--- src/rtl/bsg_link_core_wide_to_narrow_if.sv ---
// Handshake bundle between the wide core side and the narrow link side.
// The slave modport is the feeder itself; master is whatever drives it.
interface bsg_link_core_wide_to_narrow_if #(
  parameter int width_out_p   = 64,
  parameter int ratio_p       = 2,
  parameter int count_width_p = 32
);
  logic [width_out_p*ratio_p-1:0] data_i;
  logic                           valid_i;
  logic                           ready_o;
  logic [width_out_p-1:0]         data_o;
  logic                           valid_o;
  logic                           ready_i;
  logic                           last_o;
  logic [count_width_p-1:0]       sent_count_o;

  modport slave (
    input  data_i, valid_i, ready_i,
    output ready_o, data_o, valid_o,
    output last_o, sent_count_o
  );

  modport master (
    output data_i, valid_i, ready_i,
    input  ready_o, data_o, valid_o,
    input  last_o, sent_count_o
  );
endinterface

--- src/rtl/bsg_link_core_wide_to_narrow.sv ---
// Buffers wide core messages and emits them as ratio_p narrow beats,
// low slice first, with a free-running count of beats sent.
module bsg_link_core_wide_to_narrow #(
  parameter int width_out_p   = 64,
  parameter int ratio_p       = 2,
  parameter int els_p         = 2,
  parameter int count_width_p = 32
) (
  input logic core_clk_i,
  input logic core_link_reset_i,
  bsg_link_core_wide_to_narrow_if.slave link
);
  localparam int WI = width_out_p * ratio_p;
  localparam int AW = $clog2(els_p);
  localparam int BW = $clog2(ratio_p);

  logic [WI-1:0] mem_q [els_p];
  logic [WI-1:0] mem_d [els_p];
  logic [AW:0] wptr_q, wptr_d;
  logic [AW:0] rptr_q, rptr_d;
  logic [BW-1:0] beat_q, beat_d;
  logic ready_q, ready_d;
  logic [count_width_p-1:0] cnt_q, cnt_d;

  logic empty, enq, xfer, last_beat;
  logic [ratio_p-1:0][width_out_p-1:0] head;

  assign empty     = (wptr_q == rptr_q);
  assign enq       = link.valid_i & ready_q;
  assign xfer      = ~empty & link.ready_i;
  assign last_beat = (beat_q == BW'(ratio_p-1));
  assign head      = mem_q[rptr_q[AW-1:0]];

  always_comb begin
    mem_d  = mem_q;
    wptr_d = wptr_q;
    rptr_d = rptr_q;
    beat_d = beat_q;
    cnt_d  = cnt_q;
    if (enq) begin
      mem_d[wptr_q[AW-1:0]] = link.data_i;
      wptr_d = wptr_q + (AW+1)'(1);
    end
    if (xfer) begin
      cnt_d = cnt_q + count_width_p'(1);
      if (last_beat) begin
        beat_d = '0;
        rptr_d = rptr_q + (AW+1)'(1);
      end else begin
        beat_d = beat_q + BW'(1);
      end
    end
    // ready is registered from next-state fullness, so no same-cycle bypass
    ready_d = ~((wptr_d[AW] != rptr_d[AW]) &&
                (wptr_d[AW-1:0] == rptr_d[AW-1:0]));
  end

  always_ff @(posedge core_clk_i or posedge core_link_reset_i) begin
    if (core_link_reset_i) begin
      for (int i = 0; i < els_p; i++) mem_q[i] <= '0;
      wptr_q  <= '0;
      rptr_q  <= '0;
      beat_q  <= '0;
      ready_q <= 1'b0;
      cnt_q   <= '0;
    end else begin
      mem_q   <= mem_d;
      wptr_q  <= wptr_d;
      rptr_q  <= rptr_d;
      beat_q  <= beat_d;
      ready_q <= ready_d;
      cnt_q   <= cnt_d;
    end
  end

  assign link.ready_o      = ready_q;
  assign link.valid_o      = ~empty;
  assign link.data_o       = empty ? '0 : head[beat_q];
  assign link.last_o       = ~empty & last_beat;
  assign link.sent_count_o = cnt_q;
endmodule

--- src/flat_wrapper.sv ---
// flat-port wrapper written by rule: the top's interface ports become plain ports
module bsg_link_core_wide_to_narrow_flat 
#(
  parameter int width_out_p   = 64,
  parameter int ratio_p       = 2,
  parameter int els_p         = 2,
  parameter int count_width_p = 32
)
  (core_clk_i, core_link_reset_i, link_data_i, link_valid_i, link_ready_i, link_ready_o, link_data_o, link_valid_o, link_last_o, link_sent_count_o);
  bsg_link_core_wide_to_narrow_if #(.width_out_p(width_out_p), .ratio_p(ratio_p), .count_width_p(count_width_p)) link_i ();
  input logic core_clk_i;
  input logic core_link_reset_i;
  input wire logic [$bits(link_i.data_i)-1:0] link_data_i;
  input wire logic [$bits(link_i.valid_i)-1:0] link_valid_i;
  input wire logic [$bits(link_i.ready_i)-1:0] link_ready_i;
  output wire logic [$bits(link_i.ready_o)-1:0] link_ready_o;
  output wire logic [$bits(link_i.data_o)-1:0] link_data_o;
  output wire logic [$bits(link_i.valid_o)-1:0] link_valid_o;
  output wire logic [$bits(link_i.last_o)-1:0] link_last_o;
  output wire logic [$bits(link_i.sent_count_o)-1:0] link_sent_count_o;
  assign link_i.data_i = link_data_i;
  assign link_i.valid_i = link_valid_i;
  assign link_i.ready_i = link_ready_i;
  assign link_ready_o = link_i.ready_o;
  assign link_data_o = link_i.data_o;
  assign link_valid_o = link_i.valid_o;
  assign link_last_o = link_i.last_o;
  assign link_sent_count_o = link_i.sent_count_o;
  bsg_link_core_wide_to_narrow #(.width_out_p(width_out_p), .ratio_p(ratio_p), .els_p(els_p), .count_width_p(count_width_p)) u_core (.core_clk_i(core_clk_i), .core_link_reset_i(core_link_reset_i), .link(link_i));
endmodule
--- config.mk ---
export PLATFORM = sky130hd
export DESIGN_NAME = bsg_link_core_wide_to_narrow_flat
export DESIGN_NICKNAME = d
export VERILOG_FILES = /design/src/rtl/bsg_link_core_wide_to_narrow_if.sv /design/src/rtl/bsg_link_core_wide_to_narrow.sv /design/src/flat_wrapper.sv
export SDC_FILE = /design/constraint.sdc
export NUM_CORES = 1
export LEC_CHECK = 0
export ABC_AREA = 1
export BUFFER_PORTS_ARGS = -buffer_cell sky130_fd_sc_hd__clkbuf_2
export CAP_MARGIN = 20
export CORE_MARGIN = 4
export CORE_UTILIZATION = 55
export CTS_BUF_LIST = sky130_fd_sc_hd__clkbuf_8
export DETAILED_ROUTE_END_ITERATION = 12
export PLACE_DENSITY = 0.81
export SLEW_MARGIN = 20
export SYNTH_ARGS = -nofsm -noshare
export SYNTH_HDL_FRONTEND = slang
export SYNTH_SLANG_ARGS = --single-unit
--- constraint.sdc ---
create_clock -name core_clk_i -period 9.8 [get_ports core_clk_i]
set_input_delay 0 -clock core_clk_i [delete_from_list [all_inputs] [get_ports core_clk_i]]
set_output_delay 0 -clock core_clk_i [all_outputs]
set_load 0.005 [all_outputs]
==> results.md, run 1 <==
- Synth Register Bits: 294
- Num CTS Buffers: 49
- Final Non-Filler Cells: 2,273
- Worst Reg-to-Reg Cells: 9
- Synth top area cells: dfrtp_1 53%, mux2_2 10%, nand2_1 9.4%
- Largest net degree at the start of global routing: 194
- Synthesized net count: 1,716
- Clock Latency Late Sink: 560 ps
- Fmax: 0.2402 GHz
- Fin util: 0.7123
- Setup crit start: u_core.rptr_q[0]
- Core Area: 24,600 sq um
- Most common cell after layout, fill and taps aside: nand2_1
- Dpl hpwl: 22,250 microns
- Inst Count DP: 2,049
- VDD IR max: 0.2030 mV
- CP Data Arrival Time: 4610 ps
- Drt pass-1 iters: 6
- Clock Skew: 10.17 ps
- CP max FO: 82
- Initial antenna violation count: 2
- Standard-cell row count: 57
- Static leakage: 8.841 nW
- Run status: completed
- First-pass GRT wire length: 63,690 microns
- Post-synth top area cell: dfrtp_1
- Path category of the worst min-delay check: in2async
- Vias: 12,340
- Gate Count Post-Synth: 1,581
- Detailed router's first-iteration violation count: 1,175
- DRC Markers: 0
- Critical path cell sequence: buf_4 -> inv_4 -> nand2_1 -> nand2_2 -> nand2_4 -> nand2_4 -> nor2_2 -> nand2_1 -> xnor2_1
- Gr usage total: 0.2714
- Seq/Total Area, Yosys: 0.5280
- Slew @ Worst Pin: 1080 ps
- Most frequent cells in the layout: 349 x nand2_1, 292 x dfrtp_1, 257 x o21ai_0
- Power density over the cells: 316.3 nW/um^2
- Initial Util: 0.5663
- Worst path max stage delay: 750 ps
- Met1 Usage GRT: 0.3506
- Hold Fails Final Rpt: 0
- Slew Limit Fails: 0
- Met3 Resource Use GR: 0.04950
- Area of the mapped netlist: 13,930 sq um
- Critical Path Sink Type: flip-flop
- Num Clock Sinks: 294
- Width of the die: 167.2 microns
- RSZ-0062 raised after global routing: false
- Antenna Nets Post-Route: 0
- Period utilisation layout: 0.4249
- Reg2reg end: u_core.link.sent_count_o[14]
- Post-Place Setup Slack: 5764 ps
- Root Driver: clkbuf_8
- Crit path kind: reg2reg
- Global route hottest layer: met2
- Setup TNS: 0 ps
- Worst path slowest cell: dfrtp_4
- GR Layer Usage met2: 0.4547
- Routed length per instance: 16.91 microns
- Placer Congestion: 0.8920
- CTS tree: done
- CP required: 10,250 ps
- Relative slew margins: 0.2800
- Design Power: 5.544 mW
- Syn-to-layout area delta: 25.78%
- Vias/cell: 5.428
- Final count of negative-setup-slack endpoints: 0
- Syn Area/Cell: 8.814 sq um
- Worst R2R Setup Slack: 5640 ps
- IO Port Bufs: 230
- Die area: 27,950 sq um
- Critical Path Sink: u_core.link.sent_count_o[14]
- Htree depth: 2
- YS warnings: 0
- Yosys top cell area share: 0.5280
- Worst r2r src: u_core.rptr_q[0]
- Layout cells sized above 1: 0.2311
- Post-Route WL: 38,450 microns
- Clock buffer depth: 3
- Die Y-Extent: 167.2 microns
- Final min period: 4164 ps
- Crit start category: flip-flop
- Max-cap viol count: 0
- Setup ws final: 5636 ps
- Final nets: 2,044
- Vias in the first global route: 12,930
- Num ports: 231
- Clock transition at path regs: 70 ps
- Congestion Overflow GR: 0
- Synth unique cells: 24
-- worst min path at each step --
stage / endpoint / start / cells past startpoint / slack [ps]
6_report: u_core.mem_q[197] / core_link_reset_i / 3 / 130
4_1_cts: u_core.mem_q[197] / core_link_reset_i / 3 / 140
3_3_place_gp: u_core.mem_q[199] / core_link_reset_i / 2 / 180
2_1_floorplan: u_core.mem_q[0] / link_data_i[0] / 2 / 120
3_5_place_dp: u_core.mem_q[197] / core_link_reset_i / 2 / 180
5_1_grt: u_core.mem_q[197] / core_link_reset_i / 3 / 200
-- through the flow --
stage / instance area [sq um] / hold slack, ps
floorplan: 13930 / 116.8
global placement: 15190 / 181.9
detailed placement: 15190 / 181.4
CTS: 17470 / 139.3
global route: 17530 / 196.8
finish: 17530 / 129.1
-- sequential cells by signal (all words and copies together) (netlist names) --
signal	cells
u_core.link.ready_o	1
u_core.beat_q	1
u_core.wptr_q	2
u_core.rptr_q	2
u_core.link.sent_count_o	32
u_core.mem_q	256
-- worst max-delay path, delay by kind of cell, from the launching register on --
family	cells	cell delay (ps)
buf+inv	2	1120
flops	1	750
simple gates	6	1920
xor+xnor	1	160
-- area by class of cell --
type / instances / area [sq um]
tap: 324 / 405.4
sequential: 294 / 7362
timing repair buffer: 370 / 2582
inverter: 228 / 865.8
multi-input combinational: 966 / 5341
antenna: 2 / 5.005
clock inverter: 27 / 111.4
fill: 1731 / 7078
clock buffer: 62 / 853.3
-- what timing repair did --
action	CTS	global route
hold endpoints to repair	371	0
resized for setup	0	0
setup buffers	0	0
hold buffers	131	0
-- cell usage after synthesis --
cell and number:
nand2_4 2, nand2_2 1, xor2_1 10, inv_2 2, buf_2 33, dfrtp_1 294, inv_1 226, nand3b_1 3
ha_1 3, nor2_2 2, buf_1 21, nand2_1 349, o21ai_0 257, nor2_4 2, xnor2_1 12, a21oi_1 130
nand4_1 11, buf_6 1, nor3_1 5, clkbuf_1 36, nand3_1 21, nor2_1 30, buf_4 2, mux2_2 128
-- cells by family (layout without fill, tap and decap cells) --
logic type	after synthesis	after routing	synth area share
simple gates	426	426	0.1226
compound gates	387	387	0.1390
buf+inv	321	687	0.09051
flops	294	294	0.5280
mux	128	128	0.1034
xor+xnor	22	22	0.01383
fa+ha+maj	3	3	0.002694
other cells	0	2	0
-- routing by layer --
layer,share of wire,routed length (microns),vias to the layer above
met5,0,0,-
met4,0.041,1574,0
met3,0.064,2470,135
met2,0.49,18920,543
met1,0.40,15480,5926
li1,-,-,5733
-- where the power goes --
part / internal [mW] / total, mW / switching (mW)
logic: 0.984 / 2.47 / 1.49
registers: 1.77 / 2.02 / 0.253
clock network: 0.566 / 1.05 / 0.482
total: 3.32 / 5.54 / 2.22
(Power assumes the default switching activity.)
==> inputs of run 2 (changes only) <==
--- a/config.mk
+++ b/config.mk
@@ -5,14 +5,14 @@
 export SDC_FILE = /design/constraint.sdc
 export NUM_CORES = 1
 export LEC_CHECK = 0
-export ABC_AREA = 1
+export ABC_AREA = 0
 export BUFFER_PORTS_ARGS = -buffer_cell sky130_fd_sc_hd__clkbuf_2
 export CAP_MARGIN = 20
 export CORE_MARGIN = 4
 export CORE_UTILIZATION = 55
 export CTS_BUF_LIST = sky130_fd_sc_hd__clkbuf_8
 export DETAILED_ROUTE_END_ITERATION = 12
-export PLACE_DENSITY = 0.81
+export PLACE_DENSITY = 0.82
 export SLEW_MARGIN = 20
 export SYNTH_ARGS = -nofsm -noshare
 export SYNTH_HDL_FRONTEND = slang
==> constraint.sdc (replaced) <==
create_clock -name core_clk_i -period 4.05 [get_ports core_clk_i]
set_input_delay 0 -clock core_clk_i [delete_from_list [all_inputs] [get_ports core_clk_i]]
set_output_delay 0 -clock core_clk_i [all_outputs]
set_load 0.005 [all_outputs]
==> run 2 against run 1 <==
  * Global-route usage down 3.8 points
  * Utilization rose by 0.84 points
  * Register-to-register slack worse by 3900 ps
  * Via count down 31%
  * Highest routed layer unchanged
==> results.md, run 2 <==
- YS warnings: 0 (unchanged)
- Slew Limit Fails: 0 (unchanged)
- Relative slew margins: 0.3612 (+0.08120)
- Global route hottest layer: met2
- Static leakage: 7.562 nW (-14%)
- Synth Flop Type: dfrtp_1
- IO Port Bufs: 230 (unchanged)
- Most frequent cells in the layout: 292 x dfrtp_1, 257 x mux2_2, 230 x clkbuf_2
- Post-Route WL: 30,310 microns (-21%)
- Final count of negative-setup-slack endpoints: 0 (unchanged)
- Largest net degree at the start of global routing: 133 (-31%)
- Antenna Nets Post-Route: 0 (unchanged)
- Die Y-Extent: 162.4 microns (-2.9%)
- Synth cell count leaders: 294 x dfrtp_1, 257 x mux2_2, 68 x and2_1
- Most common cell after layout, fill and taps aside: dfrtp_1
- Run status: completed
- Clock Skew: 24.08 ps (+13.91 ps)
- Setup TNS: 0 ps (unchanged)
- RSZ-0062 raised after global routing: false
- Area of the mapped netlist: 13,110 sq um (-5.9%)
- Crit start category: flip-flop
- CP Data Arrival Time: 2720 ps (-1890 ps)
- Width of the die: 162.4 microns (-2.9%)
- Post-synth EDFFs: 0 (unchanged)
- Period utilisation layout: 0.6727
- Initial antenna violation count: 3 (+1)
- Vias: 8,506 (-31%)
- Final min period: 2724 ps
- Gr usage total: 0.2331 (-0.03835)
- Clock Latency Late Sink: 550 ps (about the same)
- Post-synth top area cell: dfrtp_1
- Num CTS Buffers: 48 (-2.0%)
- Met1 Usage GRT: 0.3042 (-0.04639)
- Fmax: 0.3670 GHz
- Synthesized net count: 976 (-43%)
- Critical Path Sink Type: primary output
- Design Power: 13.63 mW (+150%)
- CTS resizes: 0 (unchanged)
- Syn-to-layout area delta: 29.04%
- CTS tree: done
- Clock buffer depth: 3 (unchanged)
- Slew @ Worst Pin: 956.1 ps (-123.8 ps)
- Path category of the worst min-delay check: in2async
- Detailed router's first-iteration violation count: 471 (-60%)
- Synth top area cells: dfrtp_1 56%, mux2_2 22%, mux4_2 11%
- Drt pass-1 iters: 4 (-2)
- Fraction of registers with async set/reset: 1.000 (unchanged)
- Root Driver: clkbuf_8
- Htree depth: 2 (unchanged)
- Initial Util: 0.5585 (-0.007861)
- Standard-cell row count: 56 (-1.8%)
- Crit path kind: reg2out
- Core Area: 23,470 sq um (-4.6%)
- CP max FO: 40 (-51%)
- GR Layer Usage met2: 0.3971 (-0.05762)
- First-pass GRT wire length: 49,210 microns (-23%)
- Final nets: 1,347 (-34%)
- Congestion Overflow GR: 0 (unchanged)
- Layout cells sized above 1: 0.5108 (+0.2797)
- DRC Markers: 0 (unchanged)
- Synth Register Bits: 294 (unchanged)
- Largest register FFs: 256 (unchanged)
- Placer Congestion: 0.7810 (-12%)
- Vias/cell: 5.414 (-0.24%)
- Power density over the cells: 805.9 nW/um^2 (+150%)
- Die area: 26,370 sq um (-5.6%)
- Synth unique cells: 27 (+13%)
- CP required: 4050 ps (-6200 ps)
- Hold Fails Final Rpt: 0 (unchanged)
- Routed length per instance: 19.29 microns (+14%)
- Yosys top cell area share: 0.5612 (+0.03326)
- Dpl hpwl: 18,270 microns (-18%)
- Top-count cell post-synth: dfrtp_1
- Setup ws final: 1326 ps (-4310 ps)
- Largest Register: u_core.mem_q
- Clock transition at path regs: 60 ps (about the same)
- Vias in the first global route: 9,367 (-28%)
- Num ports: 231 (unchanged)
- Gate Count Post-Synth: 841 (-47%)
- Seq/Total Area, Yosys: 0.5612 (+0.03326)
- Num Clock Sinks: 294 (unchanged)
- Post-Place Setup Slack: 1778 ps (-3986 ps)
- Max-cap viol count: 0 (unchanged)
- Met3 Resource Use GR: 0.04100 (-0.008503)
- VDD IR max: 0.4543 mV (+120%)
- Syn Area/Cell: 15.59 sq um (+77%)
[run 2: changes by cell type in the layout (fill, tap and decap cells not counted), moves of 25 or more]
cell | before | now
inv_1 | 245 | 25
and2_1 | 0 | 68
nor2_1 | 30 | 5
mux2_2 | 128 | 257
mux4_2 | 0 | 64
a21oi_1 | 130 | 1
o21ai_0 | 257 | 0
nand2_1 | 349 | 17
[run 2: worst paths after layout]
| check | from | endpoint | slack [ps] | cells after the start |
|---|---|---|---|---|
| worst max-delay path | u_core.beat_q | link_data_o[52] | 1330 | 4 |
| worst min-delay path | core_link_reset_i | u_core.mem_q[72] | 210 | 3 |
| worst max register to register | u_core.link.ready_o | u_core.mem_q[62] | 1780 | 4 |
| worst min register to register | u_core.link.sent_count_o[31] | u_core.link.sent_count_o[31] | 480 | 1 |
| max in group asynchronous | core_link_reset_i | u_core.mem_q[94] | 2640 | 4 |
| min in group core_clk_i | link_data_i[72] | u_core.mem_q[200] | 240 | 3 |
[run 2: metal layers]
| metal | routed length (microns) | vias to the layer above |
|---|---|---|
| met3 | 1502 | 69 |
| met5 | 0 | - |
| met4 | 912 | 0 |
| li1 | - | 3803 |
| met2 | 15780 | 252 |
| met1 | 12120 | 4382 |
[run 2: report_power, final]
group          internal, mW  total, mW  leakage [nW]  switching (mW)
clock network          1.42       2.54         0.583            1.12
logic                  3.52       5.84          3.46            2.32
registers              4.33       5.25          3.52           0.921
[run 2: per-stage QoR]
step	area (sq um)	util	hold WS, ps	cells
floorplan	13110	-	151.7	841
global placement	14630	0.6234	229.9	1350
detailed placement	14630	0.6234	235.2	1350
CTS	16910	0.7204	191.6	1568
global route	16920	0.7207	227.8	1571
finish	16920	0.7207	208.0	1571
[run 2: logic make-up (layout without fill, tap and decap cells)]
logic type,after synthesis,count (layout),synth area share
adder cells (fa/ha/maj),3,3,0.002864
buffers and inverters,54,462,0.01689
other,0,3,0
AO/OA/AOI/OAI,3,3,0.001717
AND/OR/NAND/NOR,125,125,0.05918
XOR/XNOR,41,41,0.02739
multiplexers,321,321,0.3307
flip-flops,294,294,0.5612
[run 2: cell type report]
cell class              count  area (sq um)
clock inverters            29         166.4
clock buffers              58         798.3
repair buffers            372          2608
well taps                 319         399.1
inverters                   3         15.01
fillers                  1483          6556
diodes                      3         7.507
multi-input cells         493          5558
flip-flops and latches    294          7365
[run 2: worst max-delay path, stage by stage (launching register included)]
cell,delay [ps]
dfrtp_4,930
buf_4,530
mux4_2,410
and2_1,190
clkbuf_2,120
[run 2: timing repair]
action                                  4_1_cts  5_1_grt
hold buffers                                131        0
buffers inserted                              0        0
endpoints found under the setup margin        0        0
endpoints found under the hold margin       306        0
==> inputs of run 3 (changes only) <==
==> constraint.sdc (replaced) <==
create_clock -name core_clk_i -period 2.61 [get_ports core_clk_i]
set_input_delay 0 -clock core_clk_i [delete_from_list [all_inputs] [get_ports core_clk_i]]
set_output_delay 0 -clock core_clk_i [all_outputs]
set_load 0.005 [all_outputs]
==> run 3 against run 2 <==
  * Die area is the same
  * Routed wire length grew 1.3%
  * Flip-flop and latch count is the same
  * Worst hold slack lost 57 ps
  * Count of clock-buffer cells in the layout grew 5
  * Non-clock buffer count grew 3
  * Global-route usage grew 0.40 points
  * Critical path type unchanged
  * Largest cell class unchanged
==> results.md, run 3 (synthesis gave the netlist of run 2 again) <==
- CTS resizes: 0 (unchanged)
- Path category of the worst min-delay check: in2async
- Worst path max stage delay: 510 ps (-420 ps)
- Detailed router's first-iteration violation count: 389 (-17%)
- Vias in the first global route: 9,590 (+2.4%)
- Initial Util: 0.5585 (unchanged)
- Static leakage: 7.592 nW (+0.41%)
- Drt pass-1 iters: 4 (unchanged)
- Congestion Overflow GR: 0 (unchanged)
- VDD IR max: 0.7553 mV (+66%)
- Gr usage total: 0.2370 (+0.003960)
- IO Port Bufs: 230 (unchanged)
- Core Area: 23,470 sq um (unchanged)
- Final min period: 2301 ps
- Inst Count DP: 1,353 (+0.22%)
- Die Y-Extent: 162.4 microns (unchanged)
- Final count of negative-setup-slack endpoints: 0 (unchanged)
- Width of the die: 162.4 microns (unchanged)
- Fmax: 0.4345 GHz
- Largest register FFs: 256 (unchanged)
- First-pass GRT wire length: 49,960 microns (+1.5%)
- Vias: 8,540 (+0.40%)
- Num ports: 231 (unchanged)
- Crit path kind: reg2out
- Vias/cell: 5.419 (about the same)
- Placer Congestion: 0.8341 (+6.8%)
- Num CTS Buffers: 49 (+2.1%)
- Crit path max-delay family: simple AND/OR/NAND/NOR gates
- Slew Limit Fails: 0 (unchanged)
- Clock transition at path regs: 60 ps (about the same)
- Num Clock Sinks: 294 (unchanged)
- Initial antenna violation count: 1 (-2)
- Syn-to-layout area delta: 29.73%
- Antenna Nets Post-Route: 0 (unchanged)
- CP max FO: 35 (-13%)
- Max-cap viol count: 0 (unchanged)
- Final Non-Filler Cells: 1,576 (+0.32%)
- Largest Register: u_core.mem_q
- Relative slew margins: 0.4912 (+0.1299)
- Run status: completed
- Design Power: 21.32 mW (+56%)
- Largest net degree at the start of global routing: 142 (+6.8%)
- Layout cells sized above 1: 0.5175 (+0.006707)
- Post-Place Setup Slack: 772.3 ps (-1006 ps)
- Post-Route WL: 30,700 microns (+1.3%)
- Clock Skew: 17.31 ps (-6.768 ps)
- Hold Buf Count CTS: 131 (unchanged)
- Root Driver: clkbuf_8
- Postcts setup bufs: 0 (unchanged)
- Final nets: 1,351 (+0.30%)
- Buf/Inv on CP: 2 (unchanged)
- Critical path cell sequence: xnor2_1 -> nand2_2 -> buf_4 -> and2_1 -> clkbuf_2
- Setup TNS: 0 ps (unchanged)
- CP required: 2610 ps (-1440 ps)
- Met1 Usage GRT: 0.2984 (-0.005848)
- Dpl hpwl: 18,210 microns (-0.30%)
- Standard-cell row count: 56 (unchanged)
- Worst path slowest cell: dfrtp_4
- Routed length per instance: 19.48 microns (+0.95%)
- Hold Fails Final Rpt: 0 (unchanged)
- Crit start category: flip-flop
- Most common cell after layout, fill and taps aside: dfrtp_1
- Critical Path Sink Type: primary output
- GR Layer Usage met2: 0.4060 (+0.008905)
- Fin util: 0.7245 (+0.003838)
- Power density over the cells: 1253 nW/um^2 (+56%)
- Met3 Resource Use GR: 0.05062 (+0.009618)
- Die area: 26,370 sq um (unchanged)
- Global route hottest layer: met2
- Slew @ Worst Pin: 763.3 ps (-192.9 ps)
- Period utilisation layout: 0.8817
- Most frequent cells in the layout: 292 x dfrtp_1, 257 x mux2_2, 230 x clkbuf_2
- RSZ-0062 raised after global routing: false
- Htree depth: 2 (unchanged)
- DRC Markers: 0 (unchanged)
- CP Data Arrival Time: 2300 ps (-420 ps)
- CTS tree: done
- Clock buffer depth: 3 (unchanged)
- Clock Latency Late Sink: 550 ps (about the same)
- Setup ws final: 308.7 ps (-1017 ps)
## run 3: cell types whose count changed in the layout (fill, tap and decap cells not counted), moves of 2 or more
| cell | before | now |
|---|---|---|
| buf_12 | 5 | 9 |
| bufinv_16 | 2 | 0 |
| clkbuf_8 | 58 | 63 |
| clkinv_2 | 4 | 9 |
| diode_2 | 3 | 1 |
| inv_1 | 25 | 20 |
## run 3: final timing paths
path	to	slack (ps)	from	cells after the start
setup reg to reg	u_core.link.sent_count_o[22]	720	u_core.wptr_q[0]	5
setup / recovery	link_data_o[39]	310	u_core.rptr_q[0]	5
max in group asynchronous	u_core.rptr_q[0]	1740	core_link_reset_i	4
hold / removal	u_core.mem_q[6]	150	core_link_reset_i	4
hold reg to reg	u_core.link.sent_count_o[31]	480	u_core.link.sent_count_o[31]	1
min in group core_clk_i	u_core.mem_q[246]	230	link_data_i[118]	3
## run 3: report_power, final
| part | internal (mW) | switching [mW] |
|---|---|---|
| combinational | 5.57 | 3.87 |
| clock | 2.17 | 1.81 |
| sequential | 6.72 | 1.18 |
## run 3: layout make-up
cell class / instances / area (sq um)
antenna: 1 / 2.502
sequential: 294 / 7365
clock buffer: 63 / 867.1
fill: 1480 / 6466
timing repair buffer: 375 / 2680
clock inverter: 28 / 120.1
inverter: 3 / 15.01
tap: 319 / 399.1
multi-input combinational: 493 / 5558
## run 3: tightest hold or removal path, delay by kind of cell
kind / cells / cell delay, ps
buffers and inverters: 4 / 1100
## run 3: per-layer routing
metal | up-vias | share of wire
met5 | - | 0
met4 | 0 | 0.034
met3 | 75 | 0.053
met2 | 243 | 0.52
met1 | 4412 | 0.39
li1 | 3810 | -
## run 3: per-stage QoR
stage | area (sq um) | hold WS (ps)
floorplan | 13110 | 151.7
global route | 17010 | 171.4
detailed placement | 14710 | 184.0
CTS | 17000 | 140.2
global placement | 14710 | 184.1
finish | 17010 | 151.4
